`config.mk`:
```
export PLATFORM = sky130hd
export DESIGN_NAME = penc_scan_stream
export DESIGN_NICKNAME = d
export VERILOG_FILES = /design/src/rtl/penc_pkg.sv /design/src/rtl/penc_find_first.sv /design/src/rtl/penc_scan_stream.sv
export SDC_FILE = /design/constraint.sdc
export NUM_CORES = 1
export LEC_CHECK = 0
export CAP_MARGIN = 20
export CELL_PAD_IN_SITES_DETAIL_PLACEMENT = 0
export CELL_PAD_IN_SITES_GLOBAL_PLACEMENT = 1
export CORE_MARGIN = 2
export CORE_UTILIZATION = 37
export DETAILED_ROUTE_END_ITERATION = 10
export GPL_ROUTABILITY_DRIVEN = 0
export GPL_TIMING_DRIVEN = 0
export PLACE_DENSITY_LB_ADDON = 0.1
export SYNTH_ARGS = -nofsm -noshare
export SYNTH_HDL_FRONTEND = slang
export SYNTH_SLANG_ARGS = --single-unit
```
`constraint.sdc`:
```
create_clock -name clk -period 3.5 [get_ports clk]
set_clock_uncertainty 0.05 [all_clocks]
set_input_delay 0.35 -clock clk [delete_from_list [all_inputs] [get_ports clk]]
set_output_delay 0.35 -clock clk [all_outputs]
set_load 0.1 [all_outputs]
```
`src/rtl/penc_pkg.sv`:
```
// Shared types and helpers for the streaming priority-encoder block.
// Holds the FSM state enum, scan-order constants and width/popcount helpers.
package penc_pkg;

    typedef enum logic {
        IDLE = 1'b0,
        SCAN = 1'b1
    } state_e;

    localparam bit ORDER_MSB = 1'b1;
    localparam bit ORDER_LSB = 1'b0;

    localparam int POP_MAX_W = 1024;

    function automatic int clog2w(input int n);
        int r;
        r = 0;
        for (int i = 0; i < 31; i++) begin
            if ((1 << i) < n) r = i + 1;
        end
        return r;
    endfunction

    function automatic int unsigned popcount(input logic [POP_MAX_W-1:0] v);
        int unsigned c;
        c = 0;
        for (int i = 0; i < POP_MAX_W; i++) begin
            c = c + {31'b0, v[i]};
        end
        return c;
    endfunction

endpackage

```
`src/rtl/penc_find_first.sv`:
```
// Combinational find-first-set over a vector, scanning from MSB or LSB.
// Returns the index, an any-set flag and a one-hot mask of the chosen bit.
module penc_find_first
    import penc_pkg::*;
#(
    parameter int WIDTH     = 16,
    parameter bit MSB_FIRST = ORDER_MSB,
    localparam int IDX_W    = clog2w(WIDTH)
) (
    input  logic [WIDTH-1:0] vec_i,
    output logic [IDX_W-1:0] idx_o,
    output logic             any_o,
    output logic [WIDTH-1:0] onehot_o
);

    always_comb begin
        idx_o    = '0;
        any_o    = 1'b0;
        onehot_o = '0;
        // Later hits overwrite earlier ones, so scan toward the winning end.
        if (MSB_FIRST) begin
            for (int i = 0; i < WIDTH; i++) begin
                if (vec_i[i]) begin
                    idx_o       = IDX_W'(i);
                    any_o       = 1'b1;
                    onehot_o    = '0;
                    onehot_o[i] = 1'b1;
                end
            end
        end else begin
            for (int i = WIDTH - 1; i >= 0; i--) begin
                if (vec_i[i]) begin
                    idx_o       = IDX_W'(i);
                    any_o       = 1'b1;
                    onehot_o    = '0;
                    onehot_o[i] = 1'b1;
                end
            end
        end
    end

endmodule

```
`src/rtl/penc_scan_stream.sv`:
```
// Captures a request vector and streams the index of every set bit in priority order.
// Define PENC_COUNT_EN to add the out_count popcount port.
module penc_scan_stream
    import penc_pkg::*;
#(
    parameter int WIDTH     = 16,
    parameter bit MSB_FIRST = ORDER_MSB,
    localparam int IDX_W    = clog2w(WIDTH)
) (
    input  logic             clk,
    input  logic             rst,
    input  logic             flush,
    input  logic [WIDTH-1:0] in_vec,
    input  logic             in_valid,
    output logic             in_ready,
    output logic [IDX_W-1:0] out_idx,
    output logic             out_none,
    output logic             out_last,
    output logic             out_valid,
`ifdef PENC_COUNT_EN
    output logic [IDX_W:0]   out_count,
`endif
    input  logic             out_ready
);

    state_e           state_q, state_d;
    logic [WIDTH-1:0] pending_q, pending_d;
    logic             none_q, none_d;

    logic [IDX_W-1:0] ff_idx;
    logic             ff_any;
    logic [WIDTH-1:0] ff_onehot;
    logic             scan;
    logic             last;
    logic             accept;

    penc_find_first #(
        .WIDTH     (WIDTH),
        .MSB_FIRST (MSB_FIRST)
    ) u_ff (
        .vec_i    (pending_q),
        .idx_o    (ff_idx),
        .any_o    (ff_any),
        .onehot_o (ff_onehot)
    );

    assign scan   = (state_q == SCAN);
    assign last   = none_q | (ff_any & ~|(pending_q & ~ff_onehot));
    assign accept = in_valid & in_ready;

    assign in_ready  = (~scan | (out_ready & last)) & ~flush;
    assign out_valid = scan;
    assign out_idx   = scan ? ff_idx : '0;
    assign out_none  = scan & none_q;
    assign out_last  = scan & last;

`ifdef PENC_COUNT_EN
    logic [IDX_W:0] count_q, count_d;

    always_comb begin
        count_d = count_q;
        if (flush) begin
            count_d = '0;
        end else if (accept) begin
            count_d = (IDX_W+1)'(popcount(POP_MAX_W'(in_vec)));
        end
    end

    always_ff @(posedge clk or posedge rst) begin
        if (rst) count_q <= '0;
        else     count_q <= count_d;
    end

    assign out_count = count_q;
`endif

    always_comb begin
        state_d   = state_q;
        pending_d = pending_q;
        none_d    = none_q;
        if (flush) begin
            state_d   = IDLE;
            pending_d = '0;
            none_d    = 1'b0;
        end else if (accept) begin
            // Covers both the IDLE capture and the reload on a final beat.
            state_d   = SCAN;
            pending_d = in_vec;
            none_d    = (in_vec == '0);
        end else if (scan && out_ready) begin
            pending_d = pending_q & ~ff_onehot;
            if (last) begin
                state_d = IDLE;
                none_d  = 1'b0;
            end
        end
    end

    always_ff @(posedge clk or posedge rst) begin
        if (rst) begin
            state_q   <= IDLE;
            pending_q <= '0;
            none_q    <= 1'b0;
        end else begin
            state_q   <= state_d;
            pending_q <= pending_d;
            none_q    <= none_d;
        end
    end

endmodule

```
==> impl_results.md <==
* Initial antenna violation count at 0
* Die height at 64.0 um
* Pleak at 0.761 nW
* Tcrit/Tclk final at 93.9%
* DR vias/cell at 5.42
* DR pass1 iterations at 4
* Post-route minimum period at 3290 ps
* Yosys warning count at 0
* Residual DRC at 0
* CTS Hold Buffers Added at 0
* Dpl ws at -343 ps
* Initial Util at 39.2%
* Final core utilization at 50.7%
* Avg WL per Cell at 15.5 um
* DR vias at 1,258
* Hold Slack at 387 ps
* Mean Syn Cell Area at 8.75 um2
* EDFF count, synth at 0
* Max-Slew Margin vs Limit at 35.3%
* Clk Latency, worst-skew pair at 310 ps
* Total Routing Usage GR at 18.7%
* Crit path kind: register to primary output
* Final Non-Filler Cells at 232
* Antenna viol nets, final at 0
* Reg clk slew, reported paths at 130 ps
* Syn-to-layout area delta at 29.3%
* H-tree depth at 1
* Share of layout cells above drive strength 1 at 10.8%
* Number of global-route vias before repair at 1,212
* Placement-stage cell area at 1670 um2
* Main flop type after synthesis: dfrtp_1
* Synth Net Count at 173
* Run status: finished clean
* Top Ports at 29
* Number of buffers created by CTS at 3
* Crit end category: primary output
* Largest net degree at the start of global routing at 19
* Pwr/cell area at 442 nW/um2
* Tot Pwr at 759 uW
* Max IR drop VDD at 0.174 mV
* Final global-route overflow total at 0
* Max Slew Vio Count at 0
* Row cnt at 21
* Placed cells at 225
* Max cap viols at 0
* Fillers at 349
* Top-area cell type share of the netlist area at 33.9%
* Mapped Area at 1330 um2
* Synth cell count leaders: 28 x nor2_1, 18 x dfrtp_1, 14 x mux2i_1
* I/O Buffers at 27
* Largest cells by area after synthesis: dfrtp_1 34%, mux2i_1 11%, nor2_1 7.9%, nor4_1 3.8%, nor4_4 3.2%
* Clk root buf: clkbuf_4
* Most frequent cell after synthesis: nor2_1
* Worst Path Arrival at 2890 ps
* Hold WC Path Type: primary input to async pin
* Total Routed Length at 3590 um
* Initial DRC Count at 90
* Largest area contributor in the netlist: dfrtp_1
* Final hold violations at 0
* Share of synthesized flip-flops with an asynchronous set or reset at 100%
* Finish-stage setup viols at 0
* Setup crit start kind: register
* Design Area, Final at 1720 um2
* Die width at 64.0 um
* Core ar. at 3390 um2
* Worst Path Max Fanout at 10
* TNS Setup at 0 ps
* Slew @ Worst Pin at 968 ps
* Final WS setup at 215 ps
* Die area at 4090 um2
* Final #Nets at 208
* Mapped Cells at 152
* Peak Freq at 0.304 GHz
* Number of synthesized register bits at 18
* # clock sinks at 18
* Synth unique cells at 40
* Post-DP HPWL at 2820 um
* RSZ-0062 raised after global routing: no
* First-pass GRT wire length at 5950 um
* CTS tree: done
* Diode count at 0
* Critical Path RT at 3100 ps
* Clock buffer depth at 2
* Seq/Total Area, Yosys at 33.9%
-- layout make-up --
type | count | area [um2] | area share [%]
Buffer | 7 | 38.8 | 2.26
Timing Repair Buffer | 30 | 285 | 16.6
Multi-Input combinational cell | 117 | 813 | 47.3
Sequential cell | 18 | 450 | 26.2
Clock buffer | 4 | 36.3 | 2.11
Inverter | 10 | 37.5 | 2.18
Tap cell | 46 | 57.6 | 3.35
-- logic make-up after synthesis --
logic type / Yosys count / synth area share (%)
flip-flops: 18 / 33.9
adder cells (fa/ha/maj): 1 / 0.753
buffers and inverters: 17 / 5.74
AO/OA/AOI/OAI: 37 / 21.6
AND/OR/NAND/NOR: 64 / 26.8
multiplexers: 14 / 10.5
XOR/XNOR: 1 / 0.659
-- critical path: stages (launching register included) --
cell and delay [ps]:
dfrtp_1 340, clkbuf_1 350, inv_1 110, o311ai_0 140
nand2_1 100, a211oi_1 250, o31a_1 160, clkdlybuf4s50_1 1130
-- state kept, by name, indices dropped and copies added, names as in the netlist --
signal     cells
pending_q     16
none_q         1
out_valid      1
-- timing repair --
action | CTS | global route
pin swaps | 0 | 1
gates resized for setup | 8 | 3
setup buffers | 0 | 3
gates cloned | 0 | 0
endpoints found under the hold margin | 0 | 0
endpoints found under the setup margin | 2 | 2
-- cell usage in the layout (no fill, tap or decap), drive strengths merged, types with 2 or more instances in the layout --
cell type / n
a21boi: 3
dfrtp: 18
clkdlybuf4s50: 25
o31a: 3
o21a: 4
mux2i: 14
o21ai: 5
nor4b: 2
a2111oi: 2
nor2b: 2
a21oi: 8
buf: 7
inv: 10
nand2: 9
nor2: 28
and2: 3
nor3: 4
or3: 2
clkbuf: 9
a41oi: 2
nand4: 3
o21bai: 2
nor4: 10
-- power by group --
part	internal (mW)	total, mW	switching, mW
combinational	0.145	0.369	0.224
clock	0.0635	0.140	0.0761
sequential	0.225	0.251	0.0259
total	0.433	0.759	0.326
-- worst paths after layout --
check | startpoint | to | slack (ps) | cells past startpoint
worst max-delay path | pending_q[7] | out_idx[1] | 210 | 7
worst min-delay path | rst | pending_q[14] | 390 | 2
worst max register to register | pending_q[11] | pending_q[10] | 760 | 9
worst min register to register | none_q | none_q | 520 | 1
max in group asynchronous | rst | pending_q[13] | 2550 | 2
min in group clk | flush | pending_q[1] | 410 | 2
-- layer usage --
layer	GRT usage (%)	share of wire (%)	vias to the layer above
li1	-	-	629
met1	26.6	48	595
met2	29.4	47	30
met3	2.64	4.7	4
met4	5.71	0.95	0
met5	0	0	-
No activity file was read; power rests on OpenSTA's default activity.
